File: src/rtl/riscv_fetch.sv
// Instruction-fetch stage: owns the PC, addresses the synchronous program RAM and
// presents the fetched instruction (the RAM output register) with its PC to decode.
module riscv_fetch #(
  parameter int unsigned     XLen     = 32,
  parameter int unsigned     ILen     = 32,
  parameter logic [XLen-1:0] BootAddr = 32'h0000_0000,
  parameter logic [ILen-1:0] Nop      = 32'h0000_0013
) (
  input  logic            clk_i,
  input  logic            rst_i,
  input  logic            stall_i,
  input  logic            redirect_i,
  input  logic [XLen-1:0] redirect_pc_i,
  output logic [XLen-1:0] pmem_addr_o,
  input  logic [ILen-1:0] pmem_rdata_i,
  output logic            id_valid_o,
  output logic [XLen-1:0] id_pc_o,
  output logic [XLen-1:0] id_pc_plus4_o,
  output logic [ILen-1:0] id_instr_o,
  output logic            id_misaligned_o
);

  localparam logic [XLen-1:0] Four = XLen'(4);

  logic [XLen-1:0] pc_q, pc_d;
  logic [XLen-1:0] id_pc_q, id_pc_d;
  logic            id_valid_q, id_valid_d;
  logic            id_mis_q, id_mis_d;
  logic [XLen-1:0] target;

  assign target = {redirect_pc_i[XLen-1:2], 2'b00};

  always_ff @(posedge clk_i or posedge rst_i) begin
    if (rst_i) begin
      pc_q       <= BootAddr;
      id_pc_q    <= BootAddr;
      id_valid_q <= 1'b0;
      id_mis_q   <= 1'b0;
    end else begin
      pc_q       <= pc_d;
      id_pc_q    <= id_pc_d;
      id_valid_q <= id_valid_d;
      id_mis_q   <= id_mis_d;
    end
  end

  // Redirect beats stall; a stall freezes everything so the RAM re-reads the ID word.
  always_comb begin
    pc_d       = pc_q;
    id_pc_d    = id_pc_q;
    id_valid_d = id_valid_q;
    id_mis_d   = id_mis_q;
    if (redirect_i) begin
      pc_d       = target + Four;
      id_pc_d    = target;
      id_valid_d = 1'b1;
      id_mis_d   = |redirect_pc_i[1:0];
    end else if (!stall_i) begin
      pc_d       = pc_q + Four;
      id_pc_d    = pc_q;
      id_valid_d = 1'b1;
      id_mis_d   = 1'b0;
    end
  end

  always_comb begin
    if (rst_i) begin
      pmem_addr_o = BootAddr;
    end else if (redirect_i) begin
      pmem_addr_o = target;
    end else if (stall_i) begin
      pmem_addr_o = id_pc_q;
    end else begin
      pmem_addr_o = pc_q;
    end
  end

  // The ID slot is squashed in the redirect cycle: it holds a wrong-path instruction.
  always_comb begin
    id_valid_o      = id_valid_q & ~redirect_i;
    id_instr_o      = id_valid_o ? pmem_rdata_i : Nop;
    id_pc_o         = id_pc_q;
    id_pc_plus4_o   = id_pc_q + Four;
    id_misaligned_o = id_mis_q & id_valid_o;
  end

endmodule

File: config.mk
export PLATFORM = sky130hd
export DESIGN_NAME = riscv_fetch
export DESIGN_NICKNAME = d
export VERILOG_FILES = /design/src/rtl/riscv_fetch.sv
export SDC_FILE = /design/constraint.sdc
export NUM_CORES = 1
export LEC_CHECK = 0
export CORE_MARGIN = 2
export CORE_UTILIZATION = 40
export DETAILED_ROUTE_END_ITERATION = 6
export PLACE_DENSITY = 0.78
export RECOVER_POWER = 100
export REMOVE_ABC_BUFFERS = 1
export SKIP_LAST_GASP = 1
export SLEW_MARGIN = 20
export SYNTH_ARGS = -nofsm -noshare
export SYNTH_HDL_FRONTEND = slang
export SYNTH_SLANG_ARGS = --single-unit
File: constraint.sdc
create_clock -name clk_i -period 3.2 [get_ports clk_i]
set_input_delay 0.48 -clock clk_i [delete_from_list [all_inputs] [get_ports clk_i]]
set_output_delay 0.48 -clock clk_i [all_outputs]
set_load 0.01 [all_outputs]
# After elaboration in Yosys (flattened, before gate mapping)
# Cells that the tools add are included.
# word_totals
wordCells,22
ram_bits,0
register_bits,66
output_inout_bits,130
latch_bits,0
mem_bits_ro,0
memories,0
in_bits,68
# classes
eq_ne,1
bitwise,3
mul,0
div,0
n_mux,10
reduce_logical,1
n_lt_le_gt_ge,0
addsub,3
shift,0
# op_table
op,n
32-bit two-way mux,6
"32-bit by 3-bit adder with 32-bit output, second input constant",3
1-bit two-way mux,4
1-bit AND,2
"2-bit by 1-bit inequality test with 1-bit output, second input constant",1
2-bit OR reduction,1
1-bit inverter,1

# Depth between registers and ports, before layout
# logic_depth
ltp_word,3
mapped_depth,16
ltp_nobuf,9

# Least setup slack after synthesis
# No wires, ideal clock.
# synth_path
path_kind,input-to-reg
startpoint,input port redirect_i
endpoint,register pc_q[22]
cell_stages,15
t_arrival_ns,3.848
setup_slack_ns,-0.713
n_path_buf,7
required_time_ns,3.135
setup_ns,0.065
path_cell_list,buf_2 buf_2 buf_2 buf_2 clkbuf_1 clkbuf_1 clkbuf_1 o21ai_0 ha_1 nand4b_1 a222oi_1 nand4_1 or4_1 nand3_1 o21a_1
# synth_between
elab_chain_cells,1
word_cells_on_any_way,2
classes_between,eq/ne (1); mux (1)
# synth_rtl
item,line_no,rtl
start: declaration,12,"input logic redirect_i,"
2-bit by 1-bit inequality test with 1-bit output (no line) or 32-bit two-way mux (tied branches),--,
end signal: assignment,35,pc_q <= BootAddr;
end signal: assignment,40,pc_q <= pc_d;
end: declaration,25,"logic [XLen-1:0] pc_q, pc_d;"
# Several ways; a longest one is shown, not always the timed one.
# A chain may end at the register's enable or synchronous reset.

# Worst setup path in the final report
# layout_path
startpoint,"register id_pc_q[3], in the netlist id_pc_o[3]"
endpoint,output port id_pc_plus4_o[20]
# layout_between
elab_chain_cells,1
# layout_rtl
item,line_no,rtl
start: declaration,26,"logic [XLen-1:0] id_pc_q, id_pc_d;"
start signal: assignment,36,id_pc_q <= BootAddr;
start signal: assignment,41,id_pc_q <= id_pc_d;
32-bit by 3-bit adder with 32-bit output,83,id_pc_plus4_o = id_pc_q + Four;
end: declaration,18,"output logic [XLen-1:0] id_pc_plus4_o,"
# Every way passes these cells.

==> impl_metrics.toml <==
[global_routing]
grt_pass1_vias = 4960
grt_pass1_wl_um = 25000
grt_max_degree = 111
grt_overflow_total = 0
antenna_found_initial = 0
grt_usage_pct = 24.1

[critical_path]
rr_endpoint = "pc_q[20]"
r2r_start = "pc_q[3]"
start_kind = "register"
crit_fanout = 7
startpoint = "id_pc_o[3]"
crit_type = "reg2out"
worstPathRequired_ns = 2.72
crit_path_end_kind = "output port"
worstPathArrival_ns = 2.65
cp-endpoint = "id_pc_plus4_o[20]"
r2r_setup_slack_ns = 0.50
reg2reg_depth = 11

[power_and_ir_drop]
ir_worst_vdd_uv = 226
powerDensity_nw_per_um2 = 390
p_leak_nw = 2.97

[drt]
drc = 0
wirelength_um = 15900
met2WireLength_um = 7920
wl_per_cell_um = 16.8
drtIter0Drc = 268
routed.top_layer = "met4"
wl_met3_um = 1030
vias = 5121
viasPerCell = 5.41
dr.pass1.iters = 6
ant_nets = 0
drt-met1-wl_um = 6420

[sta]
setup-tns-final_ns = 0
tightest_slew_ns = 0.714
min_period_over_period_pct = 97.9
finalSetupViolCount = 0
period_minus_slack_ns = 3.13
finClkSkew_ns = 0.00622
hold_viol = 0
drv_slew = 0
rsz0062_at_grt = "yes"
max_freq_ghz = 0.319
slew_headroom_pct = 52.4

[place]
dpl.hpwl_um = 12300
dpl_cell_area_um2 = 7100
gp_congestion = 0.885
portBuffers = 197

[min_path]
min_path_type = "in2reg"
min_from = "redirect_i"

[die]
dieArea_um2 = 13100
ioPinCount = 198
core_um2 = 12000
start_util_pct = 40.7
core.rowCount = 40
dieWidth_um = 114
die-height_um = 114

[cts]
cts_hold_buf = 0
cts_sinks = 64
clkLatencyLatePin_ns = 0.33
cts.path.max_buffers = 2
htree_levels = 3
cts_buffers = 9
cts_root_buffer = "clkbuf_16"
cts.clk_slew.worst_paths_ns = 0.05
cts_tree = "done"

[final_layout]
postLayoutCellArea_um2 = 7450
final_core_util_pct = 62.2
drive_gt1_share_pct = 6.63
diodes = 0
fin_nets = 864
area_delta_synth_final_pct = 52.9

[status]
status = "finished clean"

[synth]
yosysTopAreaCell = "dfrtp_1"
async_reset_ff_share_pct = 100
yosysMostFrequentCell = "nand2_1"
synth_edf_count = 0
synth_seq_cells = 64
synth-seq-area-share_pct = 32.9
netlist_area_um2 = 4870
ys.flop_type = "dfrtp_1"
ys_top_cells_by_area = "dfrtp_1 (33%), xnor2_1 (9.4%), mux2i_1 (9.0%), and2_1 (8.0%), nand2_1 (5.5%)"
avgSynthCellArea_um2 = 8.27
yosysWarnings = 0
synth_commonest_cells = "nand2_1 (72), dfrtp_1 (64), and2_1 (62), xnor2_1 (52), mux2i_1 (44)"
yosysUniqueCellTypes = 42
synthCells = 589
synth.top_cell.area_share_pct = 32.9

[run]
drv_cap = 0
-- per-layer routing --
layer / vias up / track usage [%]
li1: 2450 / -
met1: 2411 / 30.1
met2: 226 / 41.5
met3: 34 / 3.12
met4: 0 / 11.2
met5: - / 0
-- registers in the layout (all words and copies together), names as in the netlist --
name and cells:
id_mis_q 1, pc_q 30, id_pc_o 32, id_valid_q 1
-- repair_timing --
action | CTS | global route
gates resized for setup | 1 | 13
pin swaps | 0 | 2
buffers inserted | 0 | 6
setup endpoints to repair | 1 | 12
-- worst min-delay path by stage --
stage	end	slack, ns	cells past startpoint
after floorplan	id_valid_q	0.43	1
after global placement	id_valid_q	0.44	1
after detailed placement	id_valid_q	0.45	1
after CTS	pc_q[2]	0.43	2
after global routing	pc_q[2]	0.46	2
final	pc_q[2]	0.44	2
-- final cells by class --
| class | instances | area, µm² |
|---|---|---|
| clock buffer | 13 | 260 |
| clock inverter | 3 | 40.0 |
| fill | 1000 | 4520 |
| inverter | 7 | 27.5 |
| multi-input combinational | 484 | 3110 |
| sequential | 64 | 1610 |
| tap | 147 | 184 |
| timing repair buffer | 228 | 2210 |
-- critical path, stage by stage, from the launching register on --
cell	delay, ns
dfrtp_1	0.43
ha_2	0.25
and4_2	0.30
nand3_1	0.15
nor2_1	0.13
buf_4	0.21
nand4_1	0.13
xnor2_1	0.16
clkdlybuf4s50_1	0.56
-- stage by stage --
step | hold slack (ns) | worst slack (ns) | power (W) | instances
floorplan | 0.426 | 0.0992 | 0.00137 | 555
global placement | 0.442 | -0.00905 | 0.00189 | 924
detailed placement | 0.449 | -0.0914 | 0.00191 | 924
CTS | 0.433 | 0.0150 | 0.00291 | 940
global route | 0.461 | -0.0158 | 0.00304 | 946
finish | 0.441 | 0.0664 | 0.00290 | 946
-- layout by cell type (no fill, tap or decap), types with 20 or more instances in the layout --
cell,synthesis,routed
xnor2_1,52,52
dlygate4sd3_1,0,24
and2_1,62,60
buf_4,2,20
dfrtp_1,64,58
clkdlybuf4s50_1,0,169
xor2_1,26,26
nand3_1,39,39
o21ai_0,41,41
mux2i_1,44,44
nand2_1,72,72
nor2_1,34,34
-- cells by family after synthesis --
family	after synthesis	synth area share (%)
compound gates	77	9.25
xor+xnor	78	14.0
fa+ha+maj	2	0.514
buf+inv	41	3.55
flops	64	32.9
mux	45	9.28
simple gates	282	30.5
-- power by group --
group | switching [W] | leakage [nW] | internal, W | total (W)
Clock | 0.000363 | 0.150 | 0.000643 | 0.00101
Combinational | 0.000387 | 2.07 | 0.000486 | 0.000874
Sequential | 0.000125 | 0.752 | 0.000897 | 0.00102
(Power assumes the default switching activity.)
